==> config.mk <==
export PLATFORM = sky130hd
export DESIGN_NAME = fetch_stage
export DESIGN_NICKNAME = d
export VERILOG_FILES = /design/src/rtl/fetch_stage.sv
export SDC_FILE = /design/constraint.sdc
export NUM_CORES = 1
export LEC_CHECK = 0
export ABC_AREA = 1
export CAP_MARGIN = 25
export CORE_ASPECT_RATIO = 1.4
export CORE_MARGIN = 5
export CORE_UTILIZATION = 30
export DETAILED_ROUTE_END_ITERATION = 10
export PLACE_DENSITY = 0.57
export SLEW_MARGIN = 20
export SYNTH_ARGS = -nofsm -noshare
export SYNTH_HDL_FRONTEND = slang
export SYNTH_SLANG_ARGS = --single-unit
==> constraint.sdc <==
create_clock -name clk -period 1.8 [get_ports clk]
set_input_delay 0.36 -clock clk [delete_from_list [all_inputs] [get_ports clk]]
set_output_delay 0.36 -clock clk [all_outputs]
set_load 0.01 [all_outputs]
==> src/rtl/fetch_stage.sv <==
`default_nettype none
// ============================================================================
// Module   : fetch_stage
// Purpose  : Instruction-fetch stage of the 5-stage MIPS pipeline. Holds the
//            PC, issues valid/ready requests to instruction memory and loads
//            the IF/ID pipeline register. Consumes the ID-stage branch/jump
//            resolution (redirect + squash), honours load-use stalls and
//            absorbs multi-cycle memory latency.
// Ports    : clk, rst_n               clock, async active-low reset
//            Hazard                   load-use stall (holds PC and IF/ID)
//            isBranch/branch_target   taken branch resolved in ID
//            Jump/jump_target         jump resolved in ID (wins over branch)
//            IF_Flush                 squash the IF/ID slot
//            imem_req/imem_addr       request to instruction memory
//            imem_ready/imem_rdata    memory accept + same-cycle data
//            if_id_valid/pc4/instr    IF/ID pipeline register
//            fetch_busy               request outstanding, not yet accepted
// Revision : 1.0  initial release
// ============================================================================
module fetch_stage #(
    parameter logic [31:0] RESET_PC = 32'h0000_0000
) (
    input  logic        clk,
    input  logic        rst_n,
    input  logic        Hazard,
    input  logic        isBranch,
    input  logic [31:0] branch_target,
    input  logic        Jump,
    input  logic [31:0] jump_target,
    input  logic        IF_Flush,
    output logic        imem_req,
    output logic [31:0] imem_addr,
    input  logic        imem_ready,
    input  logic [31:0] imem_rdata,
    output logic        if_id_valid,
    output logic [31:0] if_id_pc4,
    output logic [31:0] if_id_instr,
    output logic        fetch_busy
);

    typedef enum logic [1:0] {
        S_IDLE  = 2'd0,
        S_FETCH = 2'd1,
        S_DRAIN = 2'd2
    } state_t;

    localparam logic [31:0] c_pc_reset = {RESET_PC[31:2], 2'b00};

    state_t      r_state;
    state_t      w_state_nxt;
    logic [31:0] r_pc;
    logic [31:0] w_pc_nxt;
    logic [31:0] r_pending_pc;
    logic [31:0] w_pending_nxt;
    logic        r_if_id_valid;
    logic        w_if_id_valid_nxt;
    logic [31:0] r_if_id_pc4;
    logic [31:0] w_if_id_pc4_nxt;
    logic [31:0] r_if_id_instr;
    logic [31:0] w_if_id_instr_nxt;

    logic        w_redirect;
    logic [31:0] w_target_raw;
    logic [31:0] w_target;
    logic [31:0] w_pc_plus4;

    assign w_redirect   = Jump || isBranch;
    assign w_target_raw = Jump ? jump_target : branch_target;
    assign w_target     = {w_target_raw[31:2], 2'b00};
    assign w_pc_plus4   = r_pc + 32'd4;

    // Request is decoded from registered state so that an async reset drops
    // it immediately; the address is the PC, which only moves on a handshake.
    assign imem_req    = (r_state != S_IDLE);
    assign imem_addr   = r_pc;
    assign fetch_busy  = imem_req && !imem_ready;
    assign if_id_valid = r_if_id_valid;
    assign if_id_pc4   = r_if_id_pc4;
    assign if_id_instr = r_if_id_instr;

    always_comb begin
        w_state_nxt       = r_state;
        w_pc_nxt          = r_pc;
        w_pending_nxt     = r_pending_pc;
        w_if_id_valid_nxt = r_if_id_valid;
        w_if_id_pc4_nxt   = r_if_id_pc4;
        w_if_id_instr_nxt = r_if_id_instr;

        case (r_state)
            S_IDLE: begin
                w_state_nxt = S_FETCH;
            end
            S_FETCH: begin
                if (imem_ready) begin
                    if (w_redirect) begin
                        w_pc_nxt          = w_target;
                        w_if_id_valid_nxt = 1'b0;
                        w_if_id_pc4_nxt   = 32'd0;
                        w_if_id_instr_nxt = 32'd0;
                    end else if (!Hazard) begin
                        w_pc_nxt          = w_pc_plus4;
                        w_if_id_valid_nxt = 1'b1;
                        w_if_id_pc4_nxt   = w_pc_plus4;
                        w_if_id_instr_nxt = imem_rdata;
                    end
                    // Hazard alone: word dropped, same PC refetched next cycle.
                end else begin
                    if (w_redirect) begin
                        // Address must stay stable until accepted, so park
                        // the target and drain the outstanding request.
                        w_pending_nxt     = w_target;
                        w_state_nxt       = S_DRAIN;
                        w_if_id_valid_nxt = 1'b0;
                        w_if_id_pc4_nxt   = 32'd0;
                        w_if_id_instr_nxt = 32'd0;
                    end else if (!Hazard) begin
                        w_if_id_valid_nxt = 1'b0;
                        w_if_id_pc4_nxt   = 32'd0;
                        w_if_id_instr_nxt = 32'd0;
                    end
                end
            end
            S_DRAIN: begin
                if (w_redirect) begin
                    w_pending_nxt = w_target;
                end
                if (w_redirect || !Hazard) begin
                    w_if_id_valid_nxt = 1'b0;
                    w_if_id_pc4_nxt   = 32'd0;
                    w_if_id_instr_nxt = 32'd0;
                end
                if (imem_ready) begin
                    // Returned word belongs to the squashed path; discard it.
                    w_pc_nxt    = w_redirect ? w_target : r_pending_pc;
                    w_state_nxt = S_FETCH;
                end
            end
            default: begin
                w_state_nxt = S_IDLE;
            end
        endcase

        if (IF_Flush) begin
            w_if_id_valid_nxt = 1'b0;
            w_if_id_pc4_nxt   = 32'd0;
            w_if_id_instr_nxt = 32'd0;
        end
    end

    always_ff @(posedge clk or negedge rst_n) begin
        if (!rst_n) begin
            r_state       <= S_IDLE;
            r_pc          <= c_pc_reset;
            r_pending_pc  <= 32'd0;
            r_if_id_valid <= 1'b0;
            r_if_id_pc4   <= 32'd0;
            r_if_id_instr <= 32'd0;
        end else begin
            r_state       <= w_state_nxt;
            r_pc          <= w_pc_nxt;
            r_pending_pc  <= w_pending_nxt;
            r_if_id_valid <= w_if_id_valid_nxt;
            r_if_id_pc4   <= w_if_id_pc4_nxt;
            r_if_id_instr <= w_if_id_instr_nxt;
        end
    end

endmodule
`default_nettype wire

==> run metrics <==
CTS Buffer Depth=2; Tcrit/Tclk final=0.989; first-pass GRT wire length=around 34000 um; Hold Startpoint=if_id_valid; CP endpoint kind=output pin; Syn. warnings=0; Clock Latency Late Sink=420 ps; hold slack=approximately 470 ps; part of the power in the clock network=0.270; # H-tree levels=4; Final nets=between 1000 and 1500; crit-path max FO=3; setup ws final=roughly 19 ps; sequential share of power=0.318; root buf cell=clkbuf_16; Reg clk slew, reported paths=about 60 ps; delay-heaviest family, CP=buffers and inverters; HPWL after detailed placement=between 15000 and 20000 um; via/cell ratio=between 4 and 5; sequential area share after synthesis=0.500; Cell variety after synth=36; final hold violations=0; # placed instances=between 1000 and 1500; final wirelength=21100 um; DR DRC count=0; placed inst area=9330 um2; max cap viols=0; DR pass1 iterations=6; sw power=roughly 5.1 mW; cell taking the most area after synthesis=dfrtp_1; final setup vio count=0; actual slew at the worst max-slew pin=roughly 570 ps; Initial Utilization=0.302; antenna fix cells=0; Mean Syn Cell Area=8.23 um2; Hold WC Path Type=reg2reg; footprint of the multi-input gates=2930 um2; row count=64; worst path required time=~1400 ps; vias in the first global route=6289; Peak Freq=~0.56 GHz; DRT antenna net count=0; Internal=about 8.6 mW; worst path cell trace=clkdlybuf4s50_1; # port buffers=just under 200; DRT iter0 DRCs=slightly below 400; outcome=completed; Die Height=roughly 180 um; skew final=about 12 ps; share of cells above drive strength 1=0.146; worst slack at placement=-415 ps; top-area cell type share of the netlist area=0.500; Syn Nets=903; initial antenna violation count=0; post-layout min period=1780 ps; commonest non-fill, non-tap cell in the layout=nand2_1; routability-driven placement congestion ratio=~0.89; Die W=~130 um; crit-path max cell delay=just under 600 ps; crit path max-delay cell type=clkdlybuf4s50_1; ranking of synthesized cells by area=dfrtp_1 50%, nand2_1 12%, o21ai_0 5.3%; Critical Path AT=around 1400 ps; Design Area, Final=slightly above 10000 um2; critical path launch point type=flop; core area=roughly 22000 um2; Overflow after GRT=0; pin count of the biggest net entering global routing=99; fill count=approximately 2100; Vias=around 6300; TritonCTS clock tree=built; switching share of power=0.374; Layout Cells excl Fill=around 1400; maximum vdd drop=about 0.75 mV; Storage cell area=about 3300 um2; Final Max Slew Viols=0; Reg2Reg Launch Point=r_state[1]; most frequent cells in the layout=209 x nand2_1, 175 x clkdlybuf4s50_1, 121 x dfrtp_1; num ports=approximately 200; P per Cell Area=about 1300 nW/um2; kind of critical path=reg2out; Area Overhead vs Synth=54.9%; Comb power frac=0.412; RSZ-0062 raised after global routing=true; leakage=about 4.7 nW; Die Area=~25000 um2; worst setup path startpoint=imem_addr[31]; Inserted Clock Buffers=17; Slew HR=0.623; CTS Sinks=131; GRT Util Overall=0.172; wire per inst=approximately 16 um; Synth Cell Area=roughly 6600 um2; Crit path buffers/inverters=1; Synth Instances=slightly below 800; #FFs+latches synth=131
==> synthesized netlist by cell type (all sizes together) <==
cell type	number
clkbuf	13
buf	24
or2	6
clkinv	1
a21boi	17
a211oi	3
o221ai	1
ha	4
nor2	94
nand3	44
a22oi	5
nand4	2
o21ai	74
o211ai	1
nand2	214
and2	2
xnor2	1
nor3	1
inv	68
dfrtp	131
a22o	37
o31ai	5
o22ai	24
o21a	1
xor2	10
a21oi	13
==> final timing paths <==
kind / to / slack (ps) / cells after the start
worst min register to register: if_id_valid / 470 / 2
worst max-delay path: imem_addr[31] / 20 / 1
max in group asynchronous: imem_addr[26] / 770 / 3
min in group asynchronous: if_id_pc4[5] / 540 / 3
worst min-delay path: if_id_valid / 470 / 2
worst max register to register: if_id_pc4[29] / 100 / 10
==> area by class of cell <==
| cell class | instances | area share |
|---|---|---|
| clock inverters | 15 | 0.0200 |
| clock buffers | 17 | 0.0419 |
| multi-input cells | 559 | 0.289 |
| inverters | 69 | 0.0259 |
| repair buffers | 269 | 0.263 |
| flip-flops and latches | 131 | 0.324 |
| well taps | 297 | 0.0366 |
==> metrics by stage <==
step	total power, mW	utilization	setup TNS [ps]
6_report	13.7	0.468	0
5_1_grt	14.7	0.468	-36.4
4_1_cts	13.7	0.463	0
3_5_place_dp	9.87	0.430	-23550
3_3_place_gp	9.78	0.430	-20660
2_1_floorplan	7.23	-	0
==> timing repair <==
action | 4_1_cts | 5_1_grt
endpoints found under the hold margin | 9 | 0
pin swaps | 1 | 1
hold buffers | 1 | 0
endpoints found under the setup margin | 31 | 94
resized for setup | 33 | 28
setup buffers | 6 | 2
==> cells by family (layout without fill, tap and decap cells) <==
family,Yosys count,in the layout,synth area share
AO/OA/AOI/OAI,181,181,0.177
XOR/XNOR,11,11,0.0147
adder cells (fa/ha/maj),4,4,0.00764
buffers and inverters,106,370,0.0688
flip-flops,131,131,0.500
AND/OR/NAND/NOR,363,363,0.231
==> flip-flops by register name (all words and copies together), names as in the netlist <==
register	cells
if_id_pc4	32
if_id_valid	1
r_pending_pc	32
r_state	2
imem_addr	32
if_id_instr	32
==> worst register-to-register path, stage by stage (launching register included) <==
cell and delay [ps]:
dfrtp_1 390, inv_2 100, ha_2 240, nor2_2 60, a21oi_2 170, buf_4 150
nor2_4 40, buf_12 160, buf_4 170, nand2_1 50, nand2_1 50
==> per-layer routing <==
layer / vias up / global-route usage / routed length [um]
met4: 0 / 0.0664 / 468
met5: - / 0 / 0
met1: 2959 / 0.215 / 8960
li1: 3142 / - / -
met3: 32 / 0.0323 / 985
met2: 159 / 0.294 / 10700
==> power by group through the flow <==
stage / Sequential, mW / Combinational, mW / Clock, mW
floorplan: 4.41 / 2.82 / 0
global placement: 4.38 / 5.40 / 0
detailed placement: 4.40 / 5.47 / 0
CTS: 4.34 / 5.57 / 3.79
global route: 4.45 / 6.30 / 3.94
finish: 4.36 / 5.64 / 3.70
Power figures use the tool's default switching activity.
